===== config.mk =====
export PLATFORM = sky130hd
export DESIGN_NAME = crc_frame_appender
export DESIGN_NICKNAME = d
export VERILOG_FILES = /design/src/rtl/crc_frame_appender_pkg.sv /design/src/rtl/crc_frame_appender_crc_calc.sv /design/src/rtl/crc_frame_appender.sv
export SDC_FILE = /design/constraint.sdc
export NUM_CORES = 1
export LEC_CHECK = 0
export CAP_MARGIN = 20
export CORE_MARGIN = 5
export CORE_UTILIZATION = 30
export CTS_BUF_LIST = sky130_fd_sc_hd__clkbuf_8
export CTS_CLUSTER_SIZE = 25
export DETAILED_ROUTE_END_ITERATION = 7
export DONT_BUFFER_PORTS = 1
export SLEW_MARGIN = 10
export SYNTH_ARGS = -nofsm -noshare
export SYNTH_HDL_FRONTEND = slang
export SYNTH_HIERARCHICAL = 1
export SYNTH_SLANG_ARGS = --single-unit

===== constraint.sdc =====
create_clock -name clk_i -period 1.9 [get_ports clk_i]
set_input_delay 0.475 -clock clk_i [delete_from_list [all_inputs] [get_ports clk_i]]
set_output_delay 0.475 -clock clk_i [all_outputs]
set_load 0.02 [all_outputs]

===== src/rtl/crc_frame_appender_pkg.sv =====
// Shared types and helpers for the CRC frame appender.
package crc_frame_pkg;

    typedef enum logic {PASS = 1'b0, APPEND = 1'b1} crc_frame_state_t;

    // Number of whole bytes in a CRC of the given bit width.
    function automatic int crc_bytes(input int size);
        return size / 8;
    endfunction

endpackage


===== src/rtl/crc_frame_appender_crc_calc.sv =====
// Generic parameterised CRC engine: one DATA_WIDTH word per valid cycle,
// synchronous hard and soft reset back to the INIT seed.
module crc_calc #(
    parameter int                  DATA_WIDTH = 8,
    parameter int                  CRC_SIZE   = 16,
    parameter logic [CRC_SIZE-1:0] POLY       = 16'h8005,
    parameter logic [CRC_SIZE-1:0] INIT       = 16'h0000,
    parameter bit                  REF_IN     = 1'b1,
    parameter bit                  REF_OUT    = 1'b1,
    parameter logic [CRC_SIZE-1:0] XOR_OUT    = 16'hffff
) (
    input  logic                  clk_i,
    input  logic                  rst_i,
    input  logic                  soft_reset_i,
    input  logic                  valid_i,
    input  logic [DATA_WIDTH-1:0] data_i,
    output logic [CRC_SIZE-1:0]   crc_o
);

    logic [CRC_SIZE-1:0]   r_crc;
    logic [CRC_SIZE-1:0]   w_crc_nxt;
    logic [CRC_SIZE-1:0]   w_crc_ref;
    logic [DATA_WIDTH-1:0] w_din;

    // Fold one input word into the remainder, processing its MSB first
    // (after optional bit reflection of the word).
    always_comb begin
        w_din = '0;
        for (int i = 0; i < DATA_WIDTH; i++)
            w_din[i] = REF_IN ? data_i[DATA_WIDTH-1-i] : data_i[i];
        w_crc_nxt = r_crc ^ (CRC_SIZE'(w_din) << (CRC_SIZE - DATA_WIDTH));
        for (int i = 0; i < DATA_WIDTH; i++)
            w_crc_nxt = w_crc_nxt[CRC_SIZE-1] ? ((w_crc_nxt << 1) ^ POLY) : (w_crc_nxt << 1);
    end

    // Output reflection and final XOR are applied outside the state register.
    always_comb begin
        w_crc_ref = '0;
        for (int i = 0; i < CRC_SIZE; i++)
            w_crc_ref[i] = REF_OUT ? r_crc[CRC_SIZE-1-i] : r_crc[i];
        crc_o = w_crc_ref ^ XOR_OUT;
    end

    // Remainder register; either reset returns to the seed at the next edge.
    always_ff @(posedge clk_i) begin
        if (rst_i || soft_reset_i) r_crc <= INIT;
        else if (valid_i)          r_crc <= w_crc_nxt;
    end

endmodule


===== src/rtl/crc_frame_appender.sv =====
// Byte-stream framer: passes payload through combinationally and appends
// the frame CRC bytes after each s_last_i byte.
module crc_frame_appender
    import crc_frame_pkg::*;
#(
    parameter int                  CRC_SIZE  = 16,
    parameter logic [CRC_SIZE-1:0] POLY      = 16'h8005,
    parameter logic [CRC_SIZE-1:0] INIT      = 16'h0000,
    parameter bit                  REF_IN    = 1'b1,
    parameter bit                  REF_OUT   = 1'b1,
    parameter logic [CRC_SIZE-1:0] XOR_OUT   = 16'hffff,
    parameter bit                  LSB_FIRST = 1'b1
) (
    input  logic        clk_i,
    input  logic        rst_n_i,
    input  logic        s_valid_i,
    output logic        s_ready_o,
    input  logic [7:0]  s_data_i,
    input  logic        s_last_i,
    output logic        m_valid_o,
    input  logic        m_ready_i,
    output logic [7:0]  m_data_o,
    output logic        m_last_o,
    output logic        busy_o,
    output logic [15:0] frame_cnt_o
);

    localparam int               N        = crc_bytes(CRC_SIZE);
    localparam int               IDX_W    = (N > 1) ? $clog2(N) : 1;
    localparam logic [IDX_W-1:0] IDX_LAST = IDX_W'(N - 1);

    generate
        if ((CRC_SIZE % 8 != 0) || (CRC_SIZE < 8) || (CRC_SIZE > 64)) begin : g_bad_size
            $error("crc_frame_appender: CRC_SIZE must be a multiple of 8 in 8..64");
        end
    endgenerate

    crc_frame_state_t    r_state, w_state_nxt;
    logic [IDX_W-1:0]    r_idx, w_idx_nxt;
    logic [15:0]         r_frame_cnt;
    logic                w_crc_vld;
    logic                w_crc_soft;
    logic [CRC_SIZE-1:0] w_crc;
    logic [7:0]          w_crc_byte;

    crc_calc #(
        .DATA_WIDTH (8),
        .CRC_SIZE   (CRC_SIZE),
        .POLY       (POLY),
        .INIT       (INIT),
        .REF_IN     (REF_IN),
        .REF_OUT    (REF_OUT),
        .XOR_OUT    (XOR_OUT)
    ) u_crc (
        .clk_i        (clk_i),
        .rst_i        (~rst_n_i),
        .soft_reset_i (w_crc_soft),
        .valid_i      (w_crc_vld),
        .data_i       (s_data_i),
        .crc_o        (w_crc)
    );

    // Pick CRC byte idx in the configured transmit order.
    always_comb begin
        w_crc_byte = '0;
        for (int k = 0; k < N; k++)
            if (r_idx == IDX_W'(k))
                w_crc_byte = LSB_FIRST ? w_crc[8*k +: 8] : w_crc[CRC_SIZE-8-8*k +: 8];
    end

    // Next-state and stream outputs; everything is held idle while in reset.
    always_comb begin
        w_state_nxt = r_state;
        w_idx_nxt   = r_idx;
        w_crc_vld   = 1'b0;
        w_crc_soft  = 1'b0;
        s_ready_o   = 1'b0;
        m_valid_o   = 1'b0;
        m_data_o    = s_data_i;
        m_last_o    = 1'b0;
        if (rst_n_i) begin
            case (r_state)
                PASS: begin
                    s_ready_o = m_ready_i;
                    m_valid_o = s_valid_i;
                    w_crc_vld = s_valid_i & m_ready_i;
                    if (s_valid_i && m_ready_i && s_last_i) begin
                        w_state_nxt = APPEND;
                        w_idx_nxt   = '0;
                    end
                end
                APPEND: begin
                    m_valid_o = 1'b1;
                    m_data_o  = w_crc_byte;
                    m_last_o  = (r_idx == IDX_LAST);
                    if (m_ready_i) begin
                        if (r_idx == IDX_LAST) begin
                            w_crc_soft  = 1'b1;
                            w_state_nxt = PASS;
                            w_idx_nxt   = '0;
                        end else begin
                            w_idx_nxt = r_idx + 1'b1;
                        end
                    end
                end
                default: w_state_nxt = PASS;
            endcase
        end
    end

    // State, byte index and completed-frame counter.
    always_ff @(posedge clk_i or negedge rst_n_i) begin
        if (!rst_n_i) begin
            r_state     <= PASS;
            r_idx       <= '0;
            r_frame_cnt <= '0;
        end else begin
            r_state <= w_state_nxt;
            r_idx   <= w_idx_nxt;
            if (w_crc_soft) r_frame_cnt <= r_frame_cnt + 16'd1;
        end
    end

    assign busy_o      = (r_state == APPEND);
    assign frame_cnt_o = r_frame_cnt;

endmodule


Yosys cells after proc, flatten, opt, wreduce, memory -nomap -nowiden
Cells that the tools add are included.
{ "totals": {"output_inout_bits": 28, "register_bits": 34, "n_memories": 0, "elab_cells": 56, "rom_bits": 0, "latchBits": 0, "inputBits": 13, "mem_bits_rw": 0} }
{ "op_classes": {"n_div": 0, "mux": 31, "bitwise_logic": 13, "eq_ne": 2, "n_reduce_logical": 4, "add_sub_neg": 2, "n_mul": 0, "shift": 0, "n_lt_le_gt_ge": 0} }
{ "op_table": {"columns": ["op", "n"], "rows": [
  ["16-bit 2-to-1 mux", 8],
  ["8-bit 2-to-1 mux", 3],
  ["3-bit inverter", 8],
  ["1-bit 2-to-1 mux", 17],
  ["16-bit by 1-bit adder with 16-bit output, second input constant", 1],
  ["16-bit inverter", 1],
  ["16-bit bitwise XOR", 1],
  ["1-bit case mux with 2 select lines", 3],
  ["2-bit inequality test, second input constant", 2],
  ["3-bit AND reduction", 1],
  ["1-bit logical AND", 2],
  ["1-bit inverter", 2],
  ["1-bit adder, second input constant", 1],
  ["1-bit bitwise AND", 1],
  ["1-bit logical OR", 1]
]} }

Longest topological paths before layout
Gate-level depths: netlist of the first run.
{ "depth": {"ltp_word": 17, "mapped_depth": 7, "depth_no_buf": 6} }

Cells and area by module
Netlist of the first run, hierarchy kept.
{ "by_module_without_submodules": {"columns": ["module", "seq_area_each_um2", "instances", "cells_each", "area_each_um2"], "rows": [
  ["crc_frame_appender", 450.4, 1, 101, 1023.5],
  ["crc_calc", 320.3, 1, 92, 818.3]
]} }

Worst setup path before layout of the first run
Ideal clock, no wire load.
{ "synth_timing": {"path_type": "input to register", "startpoint": "input port s_data_i[0]", "endpoint": "register u_crc.r_crc[15]", "arrival_ns": 2.088, "stages": 6, "n_path_buf": 0, "setup_time_ns": 0.095, "t_required_ns": 1.805, "setup_slack_ns": -0.283, "cell_sequence": "xnor2_1 -> xor2_1 -> xnor3_2 -> xnor2_1 -> or4b_1 -> o311ai_1"} }
{ "synth_via": {"elab_chain_len": 9} }
{ "synth_rtl": {"columns": ["element", "line_no", "text"], "rows": [
  ["start: declaration", "crc_frame_appender.sv:18", "input logic [7:0] s_data_i,"],
  ["16-bit bitwise XOR", "crc_frame_appender_crc_calc.sv:31", "w_crc_nxt = r_crc ^ (CRC_SIZE'(w_din) << (CRC_SIZE - DATA_WIDTH));"],
  ["16-bit 2-to-1 mux (8 in series)", "crc_frame_appender_crc_calc.sv:33", "w_crc_nxt = w_crc_nxt[CRC_SIZE-1] ? ((w_crc_nxt << 1) ^ POLY) : (w_crc_nxt << 1);"],
  ["end signal: assignment", "crc_frame_appender_crc_calc.sv:47", "else if (valid_i) r_crc <= w_crc_nxt;"],
  ["end: declaration", "crc_frame_appender_crc_calc.sv:20", "logic [CRC_SIZE-1:0] r_crc;"]
]} }
No other way between the ends.
A chain may end at the register's enable or synchronous reset.

Final worst setup path of the first run
{ "layout_timing": {"startpoint": "register u_crc.r_crc[10]", "endpoint": "register u_crc.r_crc[15]"} }
{ "layout_via": {"elab_chain_len": 10} }
{ "layout_rtl": {"columns": ["element", "line_no"], "rows": [
  ["16-bit bitwise XOR *", "crc_frame_appender_crc_calc.sv:31"],
  ["16-bit 2-to-1 mux * (4 in series)", "crc_frame_appender_crc_calc.sv:33"],
  ["3-bit inverter (no source line)", null],
  ["16-bit 2-to-1 mux * (4 in series)", "crc_frame_appender_crc_calc.sv:33"]
]} }
Mark *: on every way between the ends. The rest lies on a longest branch, timed or not.

==> results of run 1 <==
-- what timing repair did --
| item | CTS | global route |
|---|---|---|
| resized for setup | 1 | 5 |
| buffers inserted | 0 | 1 |
| hold buffers | 1 | 0 |
| pin swaps | 1 | 2 |
| endpoints found under the hold margin | 18 | 0 |
| setup endpoints to repair | 1 | 5 |
-- worst max-delay path by stage --
| stage | slack, ns | to |
|---|---|---|
| floorplan | -0.15 | u_crc/r_crc[15] |
| global placement | -0.17 | u_crc/r_crc[15] |
| detailed placement | -0.19 | u_crc/r_crc[15] |
| CTS | -0.10 | u_crc/r_crc[15] |
| global route | -0.14 | u_crc/r_crc[15] |
| finish | -0.05 | u_crc/r_crc[15] |
-- kinds of logic (layout without fill, tap and decap cells) --
logic type | Yosys count | count (layout) | share of synthesized area
compound gates | 21 | 21 | 0.0720
fa+ha+maj | 1 | 1 | 0.00679
buf+inv | 27 | 52 | 0.0618
flops | 34 | 34 | 0.418
mux | 16 | 16 | 0.0876
xor+xnor | 35 | 35 | 0.183
simple gates | 59 | 59 | 0.171
-- state kept, by name, indices dropped and copies added (netlist names) --
register     count
busy_o           1
frame_cnt_o     16
r_idx            1
u_crc/r_crc     16
-- layer usage --
| layer | up-vias | track usage |
|---|---|---|
| met5 | - | 0 |
| li1 | 689 | - |
| met3 | 2 | 0.0382 |
| met1 | 627 | 0.131 |
| met2 | 31 | 0.198 |
| met4 | 0 | 0.0288 |
-- final cells by class --
class | count | area (um^2)
Fill cell | 585 | 3670
Multi-Input combinational cell | 132 | 1030
Sequential cell | 34 | 773
Timing Repair Buffer | 27 | 218
Tap cell | 75 | 93.8
Clock buffer | 5 | 68.8
Inverter | 17 | 63.8
Clock inverter | 3 | 40.0
-- critical path: cells and delay by family (launching register included) --
| family | cells | cell delay (ns) |
|---|---|---|
| XOR/XNOR | 4 | 0.96 |
| AO/OA/AOI/OAI | 1 | 0.09 |
| AND/OR/NAND/NOR | 1 | 0.47 |
| flip-flops | 1 | 0.34 |
-- through the flow --
stage                     power, uW  instance area [um^2]  worst slack, ns  instances   util
after global routing           2450                  2290           -0.144        293  0.384
after global placement         1630                  2130           -0.171        283  0.358
after floorplan                1380                  1890           -0.149        193      -
final                          2300                  2290          -0.0517        293  0.384
after detailed placement       1630                  2130           -0.192        283  0.358
after CTS                      2320                  2250           -0.102        292  0.378
-- Yosys cell counts (2+ instances only) --
cell,n
o21ai_0,2
mux2i_1,15
dfxtp_1,16
nand2_1,7
and3_1,2
xnor2_2,2
nor2_1,28
dfrtp_1,18
clkbuf_1,5
xnor2_1,28
buf_1,2
a211oi_1,8
and2_1,6
and4_1,6
xor2_1,4
inv_1,17
a21oi_1,9
nand3_1,4
nand4_1,2
-- power breakdown --
| group | total (uW) | internal [uW] | switching [uW] |
|---|---|---|---|
| Sequential | 905 | 794 | 111 |
| Combinational | 740 | 354 | 386 |
| Clock | 656 | 386 | 270 |
| Total | 2300 | 1530 | 767 |
==> results.yml, run 1 <==
floorplanning:
  initial_utilization: 0.309
  rows: 28
  die_width_um: 88.4
  dieHeight_um: 88.4
  core_mm2: 0.00596
  ios: 41
  dieArea_mm2: 0.00781
route:
  firstDrtPassIters: 3
  wl_met2_um: 2030
  vias: 1349
  top_layer_used: "met4"
  dr_wl_met3_um: 278
  postRouteAntennaNets: 0
  wl_met1_um: 1740
  drtIter0Drc: 29
  wl_um: 4070
  drc: 0
  wl_per_cell_um: 13.9
  vias_per_cell: 4.60
power_and_ir_drop:
  cellPowerDensity_mw_per_mm2: 1010
  p_leak_uw: 0.000947
  max-vdd-ir-drop_mv: 0.403
setup_path:
  cp-startpoint: "u_crc/r_crc[10]"
  crit_path_max_fanout: 3
  worst_r2r_path_depth: 6
  start_kind: "flip-flop"
  end_kind: "flip-flop"
  cp.arrival_ns: 2.14
  crit_path_max_incr_delay_ns: 0.47
  worstPathRequired_ns: 2.09
  worst-setup-path-type: "flip-flop to flip-flop"
  timing.rr.end: "u_crc/r_crc[15]"
  worstPathCellList: "xnor2_2 > xnor2_2 > xnor3_2 > xnor2_1 > or4b_1 > o311ai_1"
  crit_path_frequent_cell: "xnor2_2"
  crit_slowest_cell: "xnor3_2"
  ff2ff_setup_slack_ns: -0.05
  critical_path.reg2reg.startpoint: "u_crc/r_crc[10]"
logic_synthesis:
  synth_edf_count: 0
  netlist_area_mm2: 0.00184
  synthArstFlopShare: 0.529
  seq_area_frac_synth: 0.418
  avgSynthCellArea_um2: 9.54
  syn_nets: 207
  yosysTopAreaCellShare: 0.245
  netlist_top_cells_area: "dfrtp_1, dfxtp_1, xnor2_1, mux2i_1, nor2_1"
  yosysWarningCount: 6
  synth-main-ff-cell: "dfrtp_1"
  synth_top_area_cell: "dfrtp_1"
  ys_types: 31
  ys_seq_elements: 34
  syn_inst: 193
clock_tree:
  clkTransAtPathRegs_ns: 0.07
  numCtsBuffers: 5
  clk_path_buf_depth: 2
  htree_levels: 2
  cts_tree: "done"
  cts.sinks: 34
  ctsRootBufferMaster: "clkbuf_8"
  clk_latency_ns: 0.28
status:
  violations: "negative setup slack"
  status: "finished, violations left"
worst_hold_path:
  worstHoldEndpoint: "r_idx"
  hold_start: "m_ready_i"
  whs_path_depth: 2
  hp-class: "primary input to flip-flop"
final_layout:
  num-nets-final: 231
  syn2layout_area_growth_pct: 24.3
  final_common_cell: "nor2_1"
  diodes: 0
  drive_above_1_share: 0.243
  most-common-layout-cells: "nor2_1, buf_4, xnor2_1"
sta:
  finClkSkew_ns: 0.00866
  setup_tns_ns: -0.0517
  fin_crit_sh: 1.03
  hold_violations: 0
  slew_headroom: 0.443
  rsz0062_at_grt: "yes"
  period_minus_slack_ns: 1.95
  whs_ns: 0.328
  fmax_ghz: 0.512
  finalSetupViolCount: 1
  worst_pin_slew_ns: 0.833
  setup_ws_ns: -0.0517
  finalMaxSlewViolations: 0
placed_design:
  io_buffer_count: 0
  hpwl_um: 2950
  globalplace.congestion: 0.758
global_route:
  overflow: 0
  grt.total_usage: 0.112
  grt_max_degree: 19
  grt_pass1_wl_um: 6760
  grt_pass1_vias: 1405
  antenna_found_initial: 0
flow_run:
  drv_cap: 0
Power figures use the tool's default switching activity.
==> run 2: changes to the inputs <==
--- a/config.mk
+++ b/config.mk
@@ -12,6 +12,7 @@
 export CTS_CLUSTER_SIZE = 25
 export DETAILED_ROUTE_END_ITERATION = 7
 export DONT_BUFFER_PORTS = 1
+export SKIP_CTS_REPAIR_TIMING = 1
 export SLEW_MARGIN = 10
 export SYNTH_ARGS = -nofsm -noshare
 export SYNTH_HDL_FRONTEND = slang
==> run 2 against run 1 <==
Compared with the run above: routed wire length is 0.25% higher; global-route usage is 0.14 points lower; fmax is 0.32% lower; via count is 0.52% higher; sequential power hardly changed; the flow still finishes with violations (negative setup slack); final cell count stayed put; first-iteration DRC count is 6.9% higher; highest routed layer unchanged; non-clock buffer count stayed put; critical endpoint unchanged.
==> results.yml, run 2 (synthesis results as in run 1) <==
route:
  postRouteAntennaNets: 0
  wl_um: 4080
  firstDrtPassIters: 4
  drc: 0
  drtIter0Drc: 31
  vias: 1356
  vias_per_cell: 4.63
  wl_per_cell_um: 13.9
clock_tree:
  cts_tree: "done"
  numCtsBuffers: 5
  clk_path_buf_depth: 2
  clk_latency_ns: 0.28
  htree_levels: 2
  clkTransAtPathRegs_ns: 0.07
  ctsRootBufferMaster: "clkbuf_8"
  cts.sinks: 34
power_and_ir_drop:
  cellPowerDensity_mw_per_mm2: 1000
  p_leak_uw: 0.000947
  switching_power_uw: 766
  seq_power_share: 0.395
  swShare: 0.334
  max-vdd-ir-drop_mv: 0.403
  power_frac_comb: 0.318
  p_clk_frac: 0.288
  p_int_uw: 1530
floorplanning:
  dieArea_mm2: 0.00781
  ios: 41
  rows: 28
  core_mm2: 0.00596
  dieHeight_um: 88.4
  die_width_um: 88.4
  initial_utilization: 0.309
sta:
  hold_violations: 0
  finalMaxSlewViolations: 0
  finClkSkew_ns: 0.00896
  period_minus_slack_ns: 1.96
  setup_ws_ns: -0.0580
  rsz0062_at_grt: "yes"
  finalSetupViolCount: 1
  whs_ns: 0.328
  fin_crit_sh: 1.03
  worst_pin_slew_ns: 0.827
  fmax_ghz: 0.511
  slew_headroom: 0.447
setup_path:
  cp_top_family: "XOR/XNOR gates"
  worst-setup-path-type: "flip-flop to flip-flop"
  end_kind: "flip-flop"
  start_kind: "flip-flop"
  worstPathCellList: "xnor2_4 > xnor2_2 > xnor3_2 > xnor2_1 > or4b_1 > o311ai_1"
  crit_path_max_fanout: 3
  crit_path_max_incr_delay_ns: 0.47
  crit_slowest_cell: "xnor3_2"
  worstPathRequired_ns: 2.09
  cp.arrival_ns: 2.14
  cp_num_buf_inv: 0
final_layout:
  syn2layout_area_growth_pct: 24.3
  diodes: 0
  drive_above_1_share: 0.243
  num-nets-final: 231
  most-common-layout-cells: "nor2_1, buf_4, xnor2_1"
  fin_cells: 293
  final_common_cell: "nor2_1"
global_route:
  grt_pass1_wl_um: 6690
  grt_max_degree: 25
  overflow: 0
  grt_pass1_vias: 1393
  antenna_found_initial: 0
  grt.total_usage: 0.111
status:
  violations: "negative setup slack"
  status: "finished, violations left"
placed_design:
  io_buffer_count: 0
  globalplace.congestion: 0.758
  hpwl_um: 2950
  placed_cells: 283
worst_hold_path:
  hp-class: "primary input to flip-flop"
flow_run:
  drv_cap: 0
-- run 2: cell counts in the layout (fill, tap and decap cells not counted) --
Identical to the previous run, type by type.
-- run 2: final cells by class --
class | instances | area, um^2
fill | 589 | 3670
multi-input combinational | 132 | 1030
sequential | 34 | 773
timing repair buffer | 27 | 218
tap | 75 | 93.8
clock buffer | 5 | 68.8
inverter | 17 | 63.8
clock inverter | 3 | 40.0
-- run 2: per-stage QoR --
| stage | util | TNS, ns | total power, uW | setup slack (ns) | instance area [um^2] |
|---|---|---|---|---|---|
| after floorplan | - | -0.149 | 1380 | -0.149 | 1890 |
| after global placement | 0.358 | -0.171 | 1630 | -0.171 | 2130 |
| after detailed placement | 0.358 | -0.192 | 1630 | -0.192 | 2130 |
| after CTS | 0.376 | -0.120 | 2310 | -0.120 | 2240 |
| after global routing | 0.384 | -0.156 | 2440 | -0.156 | 2290 |
| final | 0.384 | -0.0580 | 2290 | -0.0580 | 2290 |
-- run 2: path summary, 6_finish.rpt --
check | startpoint | to | slack (ns) | cells after the start
setup / recovery | u_crc/r_crc[10] | u_crc/r_crc[15] | -0.06 | 6
hold / removal | m_ready_i | r_idx | 0.33 | 2
setup reg to reg | u_crc/r_crc[10] | u_crc/r_crc[15] | -0.06 | 6
hold reg to reg | u_crc/r_crc[0] | u_crc/r_crc[0] | 0.50 | 2
max in group asynchronous | rst_n_i | frame_cnt_o[6] | 0.65 | 1
min in group asynchronous | rst_n_i | frame_cnt_o[12] | 0.73 | 1
-- run 2: metal layers --
layer,global-route usage,wire (um),up-vias
met5,0,0,-
met4,0.0288,15,0
met3,0.0382,289,2
met2,0.196,2040,34
met1,0.128,1730,634
li1,-,-,686
-- run 2: worst register-to-register path: cells and delay by family, from the launching register on --
| family | cells | cell delay [ns] |
|---|---|---|
| simple gates | 1 | 0.47 |
| xor+xnor | 4 | 0.95 |
| flops | 1 | 0.36 |
| compound gates | 1 | 0.09 |
-- run 2: power groups by stage --
stage / Combinational [uW] / Clock, uW / Sequential (uW)
floorplan: 450 / 0 / 935
global placement: 710 / 0 / 922
detailed placement: 714 / 0 / 920
CTS: 717 / 692 / 906
global route: 802 / 724 / 915
finish: 728 / 659 / 905
